===== config.mk =====
export PLATFORM = sky130hd
export DESIGN_NAME = input_conditioner
export DESIGN_NICKNAME = d
export VERILOG_FILES = /design/src/rtl/input_conditioner.sv
export SDC_FILE = /design/constraint.sdc
export NUM_CORES = 1
export LEC_CHECK = 0
export BUFFER_PORTS_ARGS = -buffer_cell sky130_fd_sc_hd__buf_2
export CORE_MARGIN = 10
export CORE_UTILIZATION = 45
export DETAILED_ROUTE_END_ITERATION = 12
export PLACE_DENSITY = 0.65
export SKIP_CTS_REPAIR_TIMING = 1
export SLEW_MARGIN = 10
export SYNTH_ARGS = -nofsm -noshare
export SYNTH_HDL_FRONTEND = slang
export SYNTH_SLANG_ARGS = --single-unit
export TNS_END_PERCENT = 30

===== constraint.sdc =====
create_clock -name clk -period 2.47 [get_ports clk]
set_clock_uncertainty 0.05 [all_clocks]
set_input_delay 0.3705 -clock clk [delete_from_list [all_inputs] [get_ports clk]]
set_output_delay 0.3705 -clock clk [all_outputs]
set_load 0.03 [all_outputs]

===== src/rtl/input_conditioner.sv =====
// input_conditioner: synchronises, debounces and edge-detects raw buttons and switches.
// Define INPUT_CONDITIONER_AUTOREPEAT_EN to add auto-repeat pulses on held buttons.
module input_conditioner #(
  parameter int N_BTN           = 5,
  parameter int N_SW            = 16,
  parameter int SYNC_STAGES     = 2,
  parameter int DEBOUNCE_CYCLES = 250000,
  parameter int REPEAT_DELAY    = 25000000,
  parameter int REPEAT_PERIOD   = 5000000
) (
  input  logic             clk,
  input  logic             rst,
  input  logic [N_BTN-1:0] btn_raw,
  input  logic [N_SW-1:0]  sw_raw,
  output logic [N_BTN-1:0] btn_level,
  output logic [N_BTN-1:0] btn_pulse,
  output logic [N_SW-1:0]  sw
);

  localparam int N_CH  = N_BTN + N_SW;
  localparam int CNT_W = $clog2(DEBOUNCE_CYCLES);
  localparam logic [CNT_W-1:0] CNT_LAST = CNT_W'(DEBOUNCE_CYCLES - 1);

  if (SYNC_STAGES < 2 || DEBOUNCE_CYCLES < 2 || REPEAT_DELAY < 1 || REPEAT_PERIOD < 1) begin : g_param_check
    $error("input_conditioner: parameter out of range");
  end

  logic [N_CH-1:0]        raw;
  logic [N_CH-1:0]        s;
  logic [N_CH-1:0]        q;
  logic [N_CH-1:0]        accept;
  logic [SYNC_STAGES-1:0] sync_q [N_CH];
  logic [CNT_W-1:0]       cnt_q  [N_CH];
  logic [N_BTN-1:0]       press;

  // Buttons occupy the low channels, switches the high ones; all share one channel design.
  assign raw = {sw_raw, btn_raw};

  for (genvar i = 0; i < N_CH; i++) begin : g_ch
    assign s[i]      = sync_q[i][SYNC_STAGES-1];
    assign accept[i] = (s[i] != q[i]) && (cnt_q[i] == CNT_LAST);
  end

  assign press = accept[N_BTN-1:0] & s[N_BTN-1:0];

  always_ff @(posedge clk) begin
    if (rst) begin
      q <= '0;
      for (int i = 0; i < N_CH; i++) begin
        sync_q[i] <= '0;
        cnt_q[i]  <= '0;
      end
    end else begin
      for (int i = 0; i < N_CH; i++) begin
        sync_q[i] <= {sync_q[i][SYNC_STAGES-2:0], raw[i]};
        if (s[i] == q[i]) begin
          cnt_q[i] <= '0;
        end else if (accept[i]) begin
          q[i]     <= s[i];
          cnt_q[i] <= '0;
        end else begin
          cnt_q[i] <= cnt_q[i] + CNT_W'(1);
        end
      end
    end
  end

  assign btn_level = q[N_BTN-1:0];
  assign sw        = q[N_CH-1:N_BTN];

`ifdef INPUT_CONDITIONER_AUTOREPEAT_EN
  localparam int REP_MAX = (REPEAT_DELAY > REPEAT_PERIOD) ? REPEAT_DELAY : REPEAT_PERIOD;
  localparam int REP_W   = $clog2(REP_MAX + 1);
  localparam logic [REP_W-1:0] DELAY_LAST  = REP_W'(REPEAT_DELAY - 1);
  localparam logic [REP_W-1:0] PERIOD_LAST = REP_W'(REPEAT_PERIOD - 1);

  logic [REP_W-1:0] rep_q [N_BTN];
  logic [N_BTN-1:0] repeating_q;

  // rep_q counts cycles since the last pulse; the first interval is the delay, later ones the period.
  // An accept while q=1 is a release, which must silence the button on that same edge.
  always_ff @(posedge clk) begin
    if (rst) begin
      btn_pulse   <= '0;
      repeating_q <= '0;
      for (int i = 0; i < N_BTN; i++) rep_q[i] <= '0;
    end else begin
      for (int i = 0; i < N_BTN; i++) begin
        btn_pulse[i] <= press[i];
        if (press[i] || !q[i] || accept[i]) begin
          rep_q[i]       <= '0;
          repeating_q[i] <= 1'b0;
        end else if (rep_q[i] == (repeating_q[i] ? PERIOD_LAST : DELAY_LAST)) begin
          btn_pulse[i]   <= 1'b1;
          rep_q[i]       <= '0;
          repeating_q[i] <= 1'b1;
        end else begin
          rep_q[i] <= rep_q[i] + REP_W'(1);
        end
      end
    end
  end
`else
  always_ff @(posedge clk) begin
    if (rst) btn_pulse <= '0;
    else     btn_pulse <= press;
  end
`endif

endmodule


== After elaboration in Yosys (flattened, before gate mapping) ==
Memories as Yosys holds them, arrays and structs flattened.
Cells that the tools add are included.
Storage, ports and cells
  output and inout port bits: 26
  bits in writable memories: 420
  logic and storage cells: 574
  memories: 2
  register bits: 26
  input port bits: 23
Cells by class
  bitwise operators: 106
  mux-type cells: 318
  eq/ne operators: 63
  reductions and logical operators: 42
  add/sub/neg operators: 21
Memories
  cnt_q: depth 21, bits a word 18, read ports 21, clocked after Yosys merged registers in 0, wr ports 21, line 33  | logic [CNT_W-1:0] cnt_q [N_CH];
  sync_q: depth 21, bits a word 2, read ports 21, clocked after Yosys merged registers in 0, wr ports 21, line 32  | logic [SYNC_STAGES-1:0] sync_q [N_CH];
Operator list (number)
  2-to-1 mux 18 bit: 63
  adder 18 x 1 -> 18 bit, second input constant: 21
  == test 18 bit, second input constant: 21
  2-to-1 mux 1 bit: 234
  bitwise OR 1 bit: 84
  2-to-1 mux 2 bit: 21
  AND reduction 2 bit: 21
  == test 1 bit: 21
  logical AND 1 bit: 21
  != test 1 bit: 21
  inverter 1 bit: 21
  AND 5 bit: 1

== Longest topological paths before layout ==
  depth in word-level cells: 8
  mapped depth: 6
  depth with buffers taken out: 5

== Worst setup path before layout ==
Ideal clock, no wire load.
  kind: register to register
  start point: mem cnt_q[1][67] (netlist bit)
  end point: mem cnt_q[1][66] (netlist bit) (data pin)
  library setup time: 254 ps
  data required time: 2166 ps
  data arrival time: 1983 ps
  cell stages (with the launch flop): 6
  period minus slack after synthesis: 2288 ps
  setup slack: 182 ps
  path buffers: 1
  cells stage by stage: edfxtp_1 or4_1 or4_4 o31ai_4 buf_6 nor2_1
RTL lines (line)
  start, declared: 33

==> impl_metrics.toml <==
[critical_path]
cp_common_cell = "or4_1"
cpPeakStageDelay_ns = 0.53
start_kind = "flip-flop"
critPathCaptureType = "flip-flop"
critPathKind = "reg -> reg"
crit_chain = "or4_1 > or4_1 > o21ai_2 > buf_4 > nor2_1"
arrival_ns = 2.57
cp_slowest_cell = "or4_1"
crit_required_ns = 2.74
critPathBufInv = 1
crit_family = "simple AND/OR/NAND/NOR gates"
crit_fanout = 9
path_depth = 5
reg2reg_depth = 5

[synth]
synth_area_um2 = 22900
yosysWarnings = 0
netlist_instances = 2185
synth_ff_type = "edfxtp_1"
yosysUniqueCellTypes = 47
avgSynthCellArea_um2 = 10.5
yosys-top-cells-area = "edfxtp_1, xnor2_1, nor2_1, dfxtp_1, nand3_1"
ys_seq_area_frac = 0.556
synth.ff_latch_count = 446
async_flop_share = 0
synth_enable_flop_cells = 378
yosys.area.top_type = "edfxtp_1"
synth_top_area_share = 0.496

[cts]
clockBufferDepth = 3
tritoncts = "yes"
clockRootBuffer = "clkbuf_16"
cts_buffers = 50
clk_pin_slew_ns = 0.06
cts_max_level = 2
clk_latency_ns = 0.58
clock_sinks = 446

[sta]
fmax_mhz = 435
worst_pin_slew_ns = 0.617
rsz0062_at_grt = "false"
finalSetupTns_ns = 0
finalSetupViolCount = 0
period_minus_slack_ns = 2.30
hold_viol = 0
final-max-slew-violation-count = 0
slew_headroom = 0.585
period_share = 0.931

[global_routing]
track_usage = 0.137
grt_max_degree = 32
overflow = 0
grt_first_pass_wirelength_um = 71400
grt_pass1_vias = 15863
grt_antenna_before_repair = 0

[final_layout]
area_growth_pct = 19.9
layout.cells.most_common = "nor2_1"
finalCoreUtilization = 0.547
drive_gt1_frac = 0.0789
layout.nets = 2741
antennaDiodeCount = 0
final_cell_mix = "nor2_1, edfxtp_1, conb_1"
n_fill_cell = 4485

[route]
finalWirelength_um = 41500
drt_iter0_drc = 947
wire_per_inst_um = 12.2
dr_total_vias = 16680
vias_per_cell = 4.89
drt_first_pass_iters = 7
ant_nets = 0
drt_drc_violations_left = 0

[die]
die_area_um2 = 60300
start_util = 0.456
io_pins = 49
rows = 82
die_w_um = 246
die_h_um = 246
coreArea_um2 = 50200

[power]
powerDensity_nw_per_um2 = 605
ir_drop_uv = 535
leakage_nw = 9.25

[min_path]
hp-class = "in -> reg"
min_delay_path_depth = 2

[place]
dp_hpwl_um = 29300
gp_congestion = 0.817
portBuffers = 48

[job]
drv_cap = 0

[status]
status = "completed"
[synth_stat cells (26+ instances only)]
library cell,count
nor3_1,86
inv_1,87
dfxtp_1,68
nand2_1,87
xor2_1,47
nand3_1,135
nand4_1,98
a21oi_1,52
xnor2_1,266
or3_1,34
nor2_1,409
nor4b_1,26
nor4_1,104
edfxtp_1,378
clkbuf_1,29
o21ai_0,39
nor2b_1,46
[layer usage]
metal | track usage | share of wire
met2 | 0.229 | 0.47
met4 | 0.0465 | 0.021
met3 | 0.0241 | 0.035
met5 | 0 | 0
met1 | 0.176 | 0.47
[layout make-up]
class,instances,area (um2),area share
Inverter,87,327,0.0119
Multi-Input combinational cell,1990,11100,0.404
Timing Repair Buffer,122,881,0.0321
Clock buffer,74,1470,0.0534
Tap cell,672,841,0.0307
Sequential cell,446,12700,0.463
Clock inverter,19,111,0.00406
[logic make-up after synthesis]
group	Yosys count	synth area share
multiplexers	8	0.00350
other	1	0.000164
flip-flops	446	0.556
AO/OA/AOI/OAI	131	0.0346
AND/OR/NAND/NOR	1139	0.253
buffers and inverters	126	0.0219
XOR/XNOR	313	0.120
adder cells (fa/ha/maj)	21	0.0115
[path summary, 6_finish.rpt]
check | start | endpoint | slack, ns
max | cnt_q[1][121]$_SDFFCE_PN0P_ | cnt_q[1][119]$_SDFFCE_PN0P_ | 0.17
min | sw_raw[4] | sync_q[1][2]$_SDFF_PP0_ | 0.02
max reg2reg | cnt_q[1][121]$_SDFFCE_PN0P_ | cnt_q[1][119]$_SDFFCE_PN0P_ | 0.17
min reg2reg | sync_q[1][12]$_SDFF_PP0_ | sync_q[1][13]$_SDFF_PP0_ | 0.38
[where the power goes]
| group | internal [W] | total [W] | switching, W |
|---|---|---|---|
| Sequential | 0.00847 | 0.00879 | 0.000318 |
| Combinational | 0.000318 | 0.000709 | 0.000392 |
| Clock | 0.00419 | 0.00709 | 0.00290 |
| Total | 0.0130 | 0.0166 | 0.00361 |
[state kept, by name, indices dropped and copies added, names as in the netlist]
register / cells
cnt_q: 378
sync_q: 42
q: 21
btn_pulse: 5
[stage by stage]
step                power [W]  hold slack, ns  cells  cell area, um2  setup WS, ns
global placement      0.00958           0.365   3299           25700         0.218
detailed placement    0.00961           0.371   3299           25700         0.175
global route           0.0173         0.00734   3410           27400        0.0894
floorplan             0.00939           0.364   2562           24300         0.182
CTS                    0.0168         -0.0997   3392           27200         0.165
finish                 0.0166          0.0203   3410           27400         0.171
No activity file was read; power rests on OpenSTA's default activity.
